==> src/rtl/alrd_rr_arb.sv <==
// alrd_rr_arb: round-robin arbiter sharing one AL read channel among
// SLAVE_COUNT requesters.
//
// Requests are registered onto m_al_ar* with the winning index as arid.
// Each requester has an outstanding-read counter that caps it at
// MAX_OUTSTANDING reads. Responses are routed back by m_al_rid.
//
// Ports
//   clk, rst          rising-edge clock, synchronous active-high reset
//   sn_al_araddr      packed requester word addresses (slice i = requester i)
//   sn_al_arvalid     per-requester request valid
//   sn_al_arready     one-hot grant, combinational
//   sn_al_rdata       m_al_rdata replicated to every requester
//   sn_al_rvalid      one-hot response valid, combinational
//   sn_al_rready      per-requester response ready
//   m_al_araddr       registered word address
//   m_al_arvalid      registered request valid
//   m_al_arid         registered requester index
//   m_al_arready      target accepts the request
//   m_al_rdata        response data
//   m_al_rvalid       response valid
//   m_al_rid          response requester index
//   m_al_rready       response ready
//   rsp_err           one-cycle pulse after an unexpected response is consumed
//   busy              request register full or any outstanding count non-zero
module alrd_rr_arb #(
  parameter int DATA_BITS       = 2,
  parameter int DATA_WIDTH      = 8 << DATA_BITS,
  parameter int ADDR_WIDTH      = 4,
  parameter int SLAVE_COUNT     = 4,
  parameter int ID_BITS         = (SLAVE_COUNT > 1) ? $clog2(SLAVE_COUNT) : 1,
  parameter int MAX_OUTSTANDING = 4,
  parameter int CNT_BITS        = $clog2(MAX_OUTSTANDING + 1)
) (
  input  logic                                        clk,
  input  logic                                        rst,
  input  logic [SLAVE_COUNT*(ADDR_WIDTH-DATA_BITS)-1:0] sn_al_araddr,
  input  logic [SLAVE_COUNT-1:0]                      sn_al_arvalid,
  output logic [SLAVE_COUNT-1:0]                      sn_al_arready,
  output logic [SLAVE_COUNT*DATA_WIDTH-1:0]           sn_al_rdata,
  output logic [SLAVE_COUNT-1:0]                      sn_al_rvalid,
  input  logic [SLAVE_COUNT-1:0]                      sn_al_rready,
  output logic [ADDR_WIDTH-DATA_BITS-1:0]             m_al_araddr,
  output logic                                        m_al_arvalid,
  output logic [ID_BITS-1:0]                          m_al_arid,
  input  logic                                        m_al_arready,
  input  logic [DATA_WIDTH-1:0]                       m_al_rdata,
  input  logic                                        m_al_rvalid,
  input  logic [ID_BITS-1:0]                          m_al_rid,
  output logic                                        m_al_rready,
  output logic                                        rsp_err,
  output logic                                        busy
);

  localparam int AW = ADDR_WIDTH - DATA_BITS;
  localparam logic [CNT_BITS-1:0] CNT_MAX = CNT_BITS'(MAX_OUTSTANDING);
  localparam logic [ID_BITS-1:0]  LAST_RST = ID_BITS'(SLAVE_COUNT - 1);

  logic [CNT_BITS-1:0]    cnt     [SLAVE_COUNT];
  logic [CNT_BITS-1:0]    cnt_nxt [SLAVE_COUNT];
  logic [ID_BITS-1:0]     last;

  logic [SLAVE_COUNT-1:0] rid_hit;
  logic                   rid_ok;
  logic                   rid_cnt_zero;
  logic                   rid_rready;
  logic                   rsp_route;
  logic                   rsp_unexp;
  logic [SLAVE_COUNT-1:0] dec;

  logic                   load;
  logic [SLAVE_COUNT-1:0] elig;
  logic                   hi_found;
  logic                   lo_found;
  logic [ID_BITS-1:0]     hi_idx;
  logic [ID_BITS-1:0]     lo_idx;
  logic                   grant_valid;
  logic [ID_BITS-1:0]     grant_idx;
  logic [SLAVE_COUNT-1:0] grant_oh;
  logic [AW-1:0]          grant_addr;
  logic                   arvalid_nxt;
  logic                   any_cnt_nxt;

  assign sn_al_rdata = {SLAVE_COUNT{m_al_rdata}};

  // ---------------------------------------------------------------
  // Response routing. The rid lookup is done by comparison rather than
  // array indexing so that out-of-range ids are detected cleanly for
  // non power-of-two SLAVE_COUNT.
  // ---------------------------------------------------------------
  always_comb begin
    rid_hit      = '0;
    rid_ok       = 1'b0;
    rid_cnt_zero = 1'b1;
    rid_rready   = 1'b0;
    for (int unsigned i = 0; i < SLAVE_COUNT; i++) begin
      if (m_al_rid == ID_BITS'(i)) begin
        rid_hit[i]   = 1'b1;
        rid_ok       = 1'b1;
        rid_cnt_zero = (cnt[i] == '0);
        rid_rready   = sn_al_rready[i];
      end
    end
  end

  // A response is expected only if its requester has a read in flight;
  // anything else is swallowed (rready forced high) and flagged.
  assign rsp_route   = !rst && m_al_rvalid && rid_ok && !rid_cnt_zero;
  assign rsp_unexp   = !rst && m_al_rvalid && (!rid_ok || rid_cnt_zero);
  assign m_al_rready = rsp_unexp || (!rst && rid_ok && !rid_cnt_zero && rid_rready);

  always_comb begin
    sn_al_rvalid = '0;
    dec          = '0;
    for (int unsigned i = 0; i < SLAVE_COUNT; i++) begin
      sn_al_rvalid[i] = rsp_route && rid_hit[i];
      dec[i]          = rsp_route && rid_hit[i] && rid_rready;
    end
  end

  // ---------------------------------------------------------------
  // Arbitration. Round-robin from last+1 is split into two fixed-priority
  // scans: indices above last first, then the whole vector as the wrap.
  // A same-cycle decrement makes a saturated requester eligible again.
  // ---------------------------------------------------------------
  assign load = !m_al_arvalid || m_al_arready;

  always_comb begin
    elig     = '0;
    hi_found = 1'b0;
    lo_found = 1'b0;
    hi_idx   = '0;
    lo_idx   = '0;
    for (int unsigned i = 0; i < SLAVE_COUNT; i++) begin
      elig[i] = sn_al_arvalid[i] && ((cnt[i] < CNT_MAX) || dec[i]);
    end
    for (int unsigned i = 0; i < SLAVE_COUNT; i++) begin
      if (!hi_found && elig[i] && (ID_BITS'(i) > last)) begin
        hi_found = 1'b1;
        hi_idx   = ID_BITS'(i);
      end
      if (!lo_found && elig[i]) begin
        lo_found = 1'b1;
        lo_idx   = ID_BITS'(i);
      end
    end
  end

  assign grant_valid = !rst && load && (hi_found || lo_found);
  assign grant_idx   = hi_found ? hi_idx : lo_idx;

  always_comb begin
    grant_oh   = '0;
    grant_addr = '0;
    for (int unsigned i = 0; i < SLAVE_COUNT; i++) begin
      if (grant_valid && (grant_idx == ID_BITS'(i))) begin
        grant_oh[i] = 1'b1;
        grant_addr  = sn_al_araddr[i*AW +: AW];
      end
    end
  end

  assign sn_al_arready = grant_oh;

  // ---------------------------------------------------------------
  // Outstanding counters: increment on grant, decrement on routed
  // response handshake; both together cancel out.
  // ---------------------------------------------------------------
  always_comb begin
    any_cnt_nxt = 1'b0;
    for (int unsigned i = 0; i < SLAVE_COUNT; i++) begin
      cnt_nxt[i] = cnt[i];
      if (grant_oh[i] && !dec[i]) begin
        cnt_nxt[i] = cnt[i] + CNT_BITS'(1);
      end else if (dec[i] && !grant_oh[i]) begin
        cnt_nxt[i] = cnt[i] - CNT_BITS'(1);
      end
      any_cnt_nxt = any_cnt_nxt || (cnt_nxt[i] != '0);
    end
  end

  assign arvalid_nxt = load ? grant_valid : m_al_arvalid;

  always_ff @(posedge clk) begin
    if (rst) begin
      m_al_arvalid <= 1'b0;
      m_al_araddr  <= '0;
      m_al_arid    <= '0;
      last         <= LAST_RST;
      rsp_err      <= 1'b0;
      busy         <= 1'b0;
      for (int unsigned i = 0; i < SLAVE_COUNT; i++) begin
        cnt[i] <= '0;
      end
    end else begin
      m_al_arvalid <= arvalid_nxt;
      if (grant_valid) begin
        m_al_araddr <= grant_addr;
        m_al_arid   <= grant_idx;
        last        <= grant_idx;
      end
      for (int unsigned i = 0; i < SLAVE_COUNT; i++) begin
        cnt[i] <= cnt_nxt[i];
      end
      rsp_err <= rsp_unexp;
      // Built from next-state values so busy tracks the registers it summarises.
      busy    <= arvalid_nxt || any_cnt_nxt;
    end
  end

endmodule

==> config.mk <==
export PLATFORM = sky130hd
export DESIGN_NAME = alrd_rr_arb
export DESIGN_NICKNAME = d
export VERILOG_FILES = /design/src/rtl/alrd_rr_arb.sv
export SDC_FILE = /design/constraint.sdc
export NUM_CORES = 1
export LEC_CHECK = 0
export ABC_AREA = 1
export CAP_MARGIN = 20
export CELL_PAD_IN_SITES_DETAIL_PLACEMENT = 0
export CELL_PAD_IN_SITES_GLOBAL_PLACEMENT = 1
export CORE_ASPECT_RATIO = 0.6
export CORE_MARGIN = 5
export CORE_UTILIZATION = 24
export CTS_BUF_LIST = sky130_fd_sc_hd__clkbuf_4 sky130_fd_sc_hd__clkbuf_8
export CTS_CLUSTER_DIAMETER = 80
export DETAILED_ROUTE_END_ITERATION = 8
export PLACE_DENSITY_LB_ADDON = 0.12
export SYNTH_ARGS = -nofsm -noshare
export SYNTH_HDL_FRONTEND = slang
export SYNTH_SLANG_ARGS = --single-unit
==> constraint.sdc <==
create_clock -name clk -period 3 [get_ports clk]
set_clock_uncertainty 0.2 [all_clocks]
set_input_delay 0.3 -clock clk [delete_from_list [all_inputs] [get_ports clk]]
set_output_delay 0.3 -clock clk [all_outputs]
set_load 0.005 [all_outputs]
# Yosys cells after proc, flatten, opt, wreduce, memory -nomap -nowiden
# Memory sizes are Yosys's and may differ from the RTL's.
# Index checks and enable logic that the tools add are counted.
totals:
  n_memories: 1
  output_inout_bits: 144
  elab_cells: 170
  input_bits: 54
  reg_bits: 9
  ramBits: 12
mem_list:
  columns: ["name", "depth", "word_bits", "rd", "rd_ports_with_merged_regs", "write_ports", "line", "source"]
  rows:
  - ["cnt", 4, 3, 4, 0, 4, "59", "logic [CNT_BITS-1:0] cnt [SLAVE_COUNT];"]
classes:
  n_reduce_logical: 83
  magnitude_cmp: 8
  n_mux: 54
  eq_ne: 6
  bitwise_logic: 4
  addsub: 8
ops:
  columns: ["op", "n"]
  rows:
  - ["$logic_and A1 B1 Y1", 43]
  - ["$mux W3", 12]
  - ["$mux W1", 33]
  - ["$logic_not A1 Y1", 18]
  - ["$mux W2", 9]
  - ["$add A3 B1 Y3 const B", 4]
  - ["$logic_not A3 Y1", 4]
  - ["$logic_or A1 B1 Y1", 12]
  - ["$lt A3 B3 Y1 const B", 4]
  - ["$reduce_bool A3 Y1", 4]
  - ["$sub A3 B1 Y3 const B", 4]
  - ["$eq A2 B2 Y1 const B", 4]
  - ["$eq A2 B1 Y1 const B", 2]
  - ["$gt A1 B2 Y1 const A", 2]
  - ["$gt A2 B2 Y1 const A", 2]
  - ["$logic_not A2 Y1", 2]
  - ["$or A1 B1 Y1", 4]

# Longest topological paths before layout
# An unclocked memory read counts as a cell.
logic_depth:
  depth_word: 39
  ltp_mapped: 25
  depth_no_buf: 25

# Least setup slack after synthesis
# OpenSTA, ideal clock, no wires.
synth_timing:
  path_kind: "register to register"
  start: "memory cnt[3][0] (netlist name)"
  end: "register busy"
  arrival_ps: 2407
  path_stages_with_launch: 21
  n_path_buf: 0
  required_ps: 2671
  path_slack_ps: 263
  setup_time_ps: 129
  period_less_slack_ps: 2737
  path_cell_list: "dfxtp_1 inv_1 ha_1 ha_1 or2_4 nand2_4 nand4_2 nand2_2 nand3_2 nand3_2 nand2_2 nor2_8 nand3_4 nand2_4 nand2_1 nand2_1 nand2_1 nor2_1 nand2_1 nor2_1 a21oi_1"
synth_lines:
  columns: ["element", "line", "source"]
  rows:
  - ["start: declaration", "59", null]
  - ["end signal: assignment", "207", "busy <= arvalid_nxt || any_cnt_nxt;"]
  - ["end: declaration", "52", "output logic busy"]

==> results by group <==
Critical path
  • Critical path class: reg2reg
  • Worst Path Required: 3.01 ns
  • Most common cell on crit path: nand2_4
  • Crit-path slowest cell: dfxtp_2
  • Crit path max fanout: 5
  • Reg2Reg Launch Point: cnt[3][0]
  • Reg2reg path depth: 22
  • Worst r2r dst: cnt[3][1]
  • FF-to-FF setup slack: -0.01 ns
  • Crit path cell chain: inv_2 -> ha_4 -> ha_4 -> or2_4 -> nand2_8 -> nand4_4 -> nand2_4 -> nand2_4 -> nand2_4 -> inv_2 -> nor2_2 -> nand2_2 -> nand2_4 -> buf_6 -> buf_12 -> nand4_4 -> nand2_2 -> nand2_2 -> buf_4 -> buf_4 -> buf_4 -> a21oi_2
  • CP Launch Type: register
  • WP data arrival: 3.02 ns
  • CP Capture Type: register
  • Slowest cell delay on critical path: 0.34 ns

Logic synthesis
  • Netlist cell types: 35
  • Post-synth top area cell: buf_4
  • Ranking of synthesized cells by area: buf_4, dfxtp_1, nand2_1
  • Mean Syn Cell Area: 7.09 um2
  • Synthesis-stage register bit count: 21
  • Mapped Nets: 462
  • Mapped Cells: 396
  • Synth Cell Area: 2810 um2
  • Share of the synthesized area in the top cell type: 34.5%
  • Sequential element share of the synthesized area: 15.0%
  • Yosys Warn Count: 0

Routing
  • Routed vias/inst: 3.76
  • Pre-Repair DR Iteration Count: 4
  • Drt wl/cell: 13.4 um
  • Via Count: 2081
  • Post-route ant nets: 0
  • Iter 0 DRT Violations: 70
  • Total wire length: 7.42 mm
  • Residual DRC: 0

Cells and area
  • Fillers: 1235
  • Fin area: 3500 um2
  • Nets: 461
  • Share of cells above drive strength 1: 51.5%
  • Area growth syn-to-layout: 24.8%
  • Antenna diode count: 0
  • Combined flip-flop and latch cell area: 429 um2
  • Multi-input gate area: 1580 um2

GRT
  • Vias in the first global route: 2186
  • Total grt overflow: 0
  • Largest net degree at the start of global routing: 17
  • GR peak layer: met1
  • Met1 usage in global routing: 16.2%
  • Initial antenna violation count: 0
  • GRT met3 Usage: 3.04%
  • Gr usage total: 10.6%
  • First-pass GRT wire length: 11.7 mm
  • Grt met2 use: 14.9%

Place
  • Post-Place Cell Area: 2850 um2
  • Gpl congestion: 0.772
  • Port-buffer cells: 37
  • Hpwl dp: 5.72 mm

Clock tree
  • H-Tree Depth: 1
  • Clock transition at path regs: 0.09 ns
  • CTS max path bufs: 2
  • CTS tree: yes
  • Root Buffer: clkbuf_8
  • Worst-Skew Late Latency: 0.27 ns
  • Sink Count: 21
  • CTS buffer count: 3

Pwr
  • Worst-case vdd ir drop: 0.154 mV
  • Lkg Pwr: 1.64 nW
  • Power per cell area: 407 nW/um2
  • Final Power: 1.42 mW

Timing
  • Min Tclk post-route: 3.01 ns
  • Unrepaired setup endpoints after global routing: true
  • Total negative slack: -0.0100 ns
  • Slew @ Worst Pin: 0.376 ns
  • Fmax: 332 MHz
  • Final Max Tran Viols: 0
  • Final WS setup: -0.0100 ns
  • Final Hold Viols: 0
  • # setup viols final: 1
  • Worst hold slack: 0.277 ns
  • Max_slew headroom: 74.9%
  • Final period util: 100%

Floorplanning
  • Die width: 150 um
  • Site Rows: 30
  • Die height: 93.8 um
  • Core ar.: 11400 um2
  • Die area: 14000 um2
  • Effective utilization at floorplan: 24.7%
  • I/O Pins: 198

Run status
  • Violations in the final reports: setup timing
  • Status: finished with violations

Hold path
  • HP Start: m_al_arid[1]
  • Worst Hold End: m_al_arid[1]
  • HP Class: reg2reg
  • Hold Crit Depth: 2

Flow run
  • Max cap viols: 0
==> what timing repair did <==
item                       CTS  global route
gates resized for setup     85            40
pin swaps                   34            39
hold buffers                 0             0
setup buffers               20             8
setup endpoints to repair    7            15
==> critical path: cells and delay by family (launching register included) <==
kind            cells  cell delay, ns
simple gates       12            1.32
buf+inv             7            0.66
flops               1            0.34
fa+ha+maj           2            0.31
compound gates      1            0.09
==> final cells by class <==
cell class	count	area share, %
multi-input combinational	199	45.0
sequential	21	12.3
clock buffer	4	1.39
timing repair buffer	126	30.7
inverter	44	4.93
tap	160	5.71
==> routing by layer <==
layer | share of wire (%) | vias to the layer above | routed length, um
met5 | 0 | - | 0
met4 | 0.16 | 0 | 12
met3 | 4.8 | 3 | 354
met2 | 41 | 25 | 3080
met1 | 54 | 933 | 3970
li1 | - | 1120 | -
==> state kept, by name, indices dropped and copies added (netlist names) <==
signal and flops:
rsp_err 1, last 2, m_al_arvalid 1, m_al_arid 2
m_al_araddr 2, busy 1, cnt 12
==> report_power, final <==
group          total [mW]  switching, mW  internal, mW
clock network       0.207          0.103         0.104
registers           0.344         0.0224         0.322
logic               0.873          0.420         0.453
total                1.42          0.545         0.879
==> synth_stat cells, drive strengths merged <==
library cell and instances:
a21boi 3, a21oi 17, a22oi 2, a31o 1, a31oi 2, buf 131
dfxtp 21, dlygate4sd3 1, ha 12, inv 44, nand2 78, nand3 30
nand3b 1, nand4 7, nor2 29, nor3 5, o211ai 2, o21ai 5
or2 2, xor2 3
==> cells in the final DEF, fill, tap and decap left out, types with 2 or more instances in the layout <==
cell type | synthesis | final
nor2_1 | 21 | 17
buf_6 | 2 | 8
o21ai_0 | 3 | 2
a21oi_2 | 0 | 2
nand2_2 | 12 | 16
nand3_2 | 6 | 7
nor2_4 | 2 | 5
buf_2 | 0 | 2
xor2_1 | 3 | 3
inv_4 | 1 | 3
inv_2 | 2 | 13
a22oi_1 | 2 | 2
a31oi_1 | 2 | 2
nand2_1 | 60 | 42
a21boi_2 | 0 | 2
ha_1 | 12 | 4
o211ai_1 | 2 | 2
inv_1 | 41 | 28
buf_4 | 129 | 81
nand4_1 | 3 | 3
a21oi_1 | 17 | 14
buf_12 | 0 | 2
nand4_4 | 0 | 4
o21ai_2 | 1 | 2
dfxtp_2 | 0 | 7
ha_4 | 0 | 7
dfxtp_1 | 21 | 14
clkbuf_8 | 0 | 3
clkdlybuf4s50_1 | 0 | 31
nand2_4 | 6 | 19
nor2_2 | 5 | 6
dlygate4sd2_1 | 0 | 2
nor3_1 | 5 | 5
nand3_4 | 2 | 6
nand3_1 | 22 | 17
==> kinds of logic after synthesis <==
kind of cell / after synthesis / synth area share (%)
and+or+nand+nor: 152 / 30.0
buffers and inverters: 176 / 41.6
adders and majority gates: 12 / 5.35
xor gates and xnor gates: 3 / 0.936
DFF: 21 / 15.0
AOI/OAI and AO/OA: 32 / 7.09
==> stage by stage <==
step / cells / util (%) / worst slack [ns]
after floorplan: 396 / - / 0.263
after global placement: 522 / 25.0 / -0.541
after detailed placement: 522 / 25.0 / -0.459
after CTS: 546 / 28.9 / -0.0254
after global routing: 554 / 30.8 / -0.209
final: 554 / 30.8 / -0.0100
==> how the worst max path moves through the flow <==
stage                      from  slack, ns  cells past startpoint                to
finish                cnt[3][0]      -0.01                     22         cnt[3][1]
detailed placement  m_al_rid[1]      -0.46                     16  sn_al_arready[2]
floorplan             cnt[3][0]       0.26                     20              busy
global placement    m_al_rid[0]      -0.54                     16  sn_al_arready[1]
global route          cnt[3][0]      -0.21                     24              busy
CTS                   cnt[1][0]      -0.03                     27              busy
Note: power is estimated with default switching activity, not from simulation.
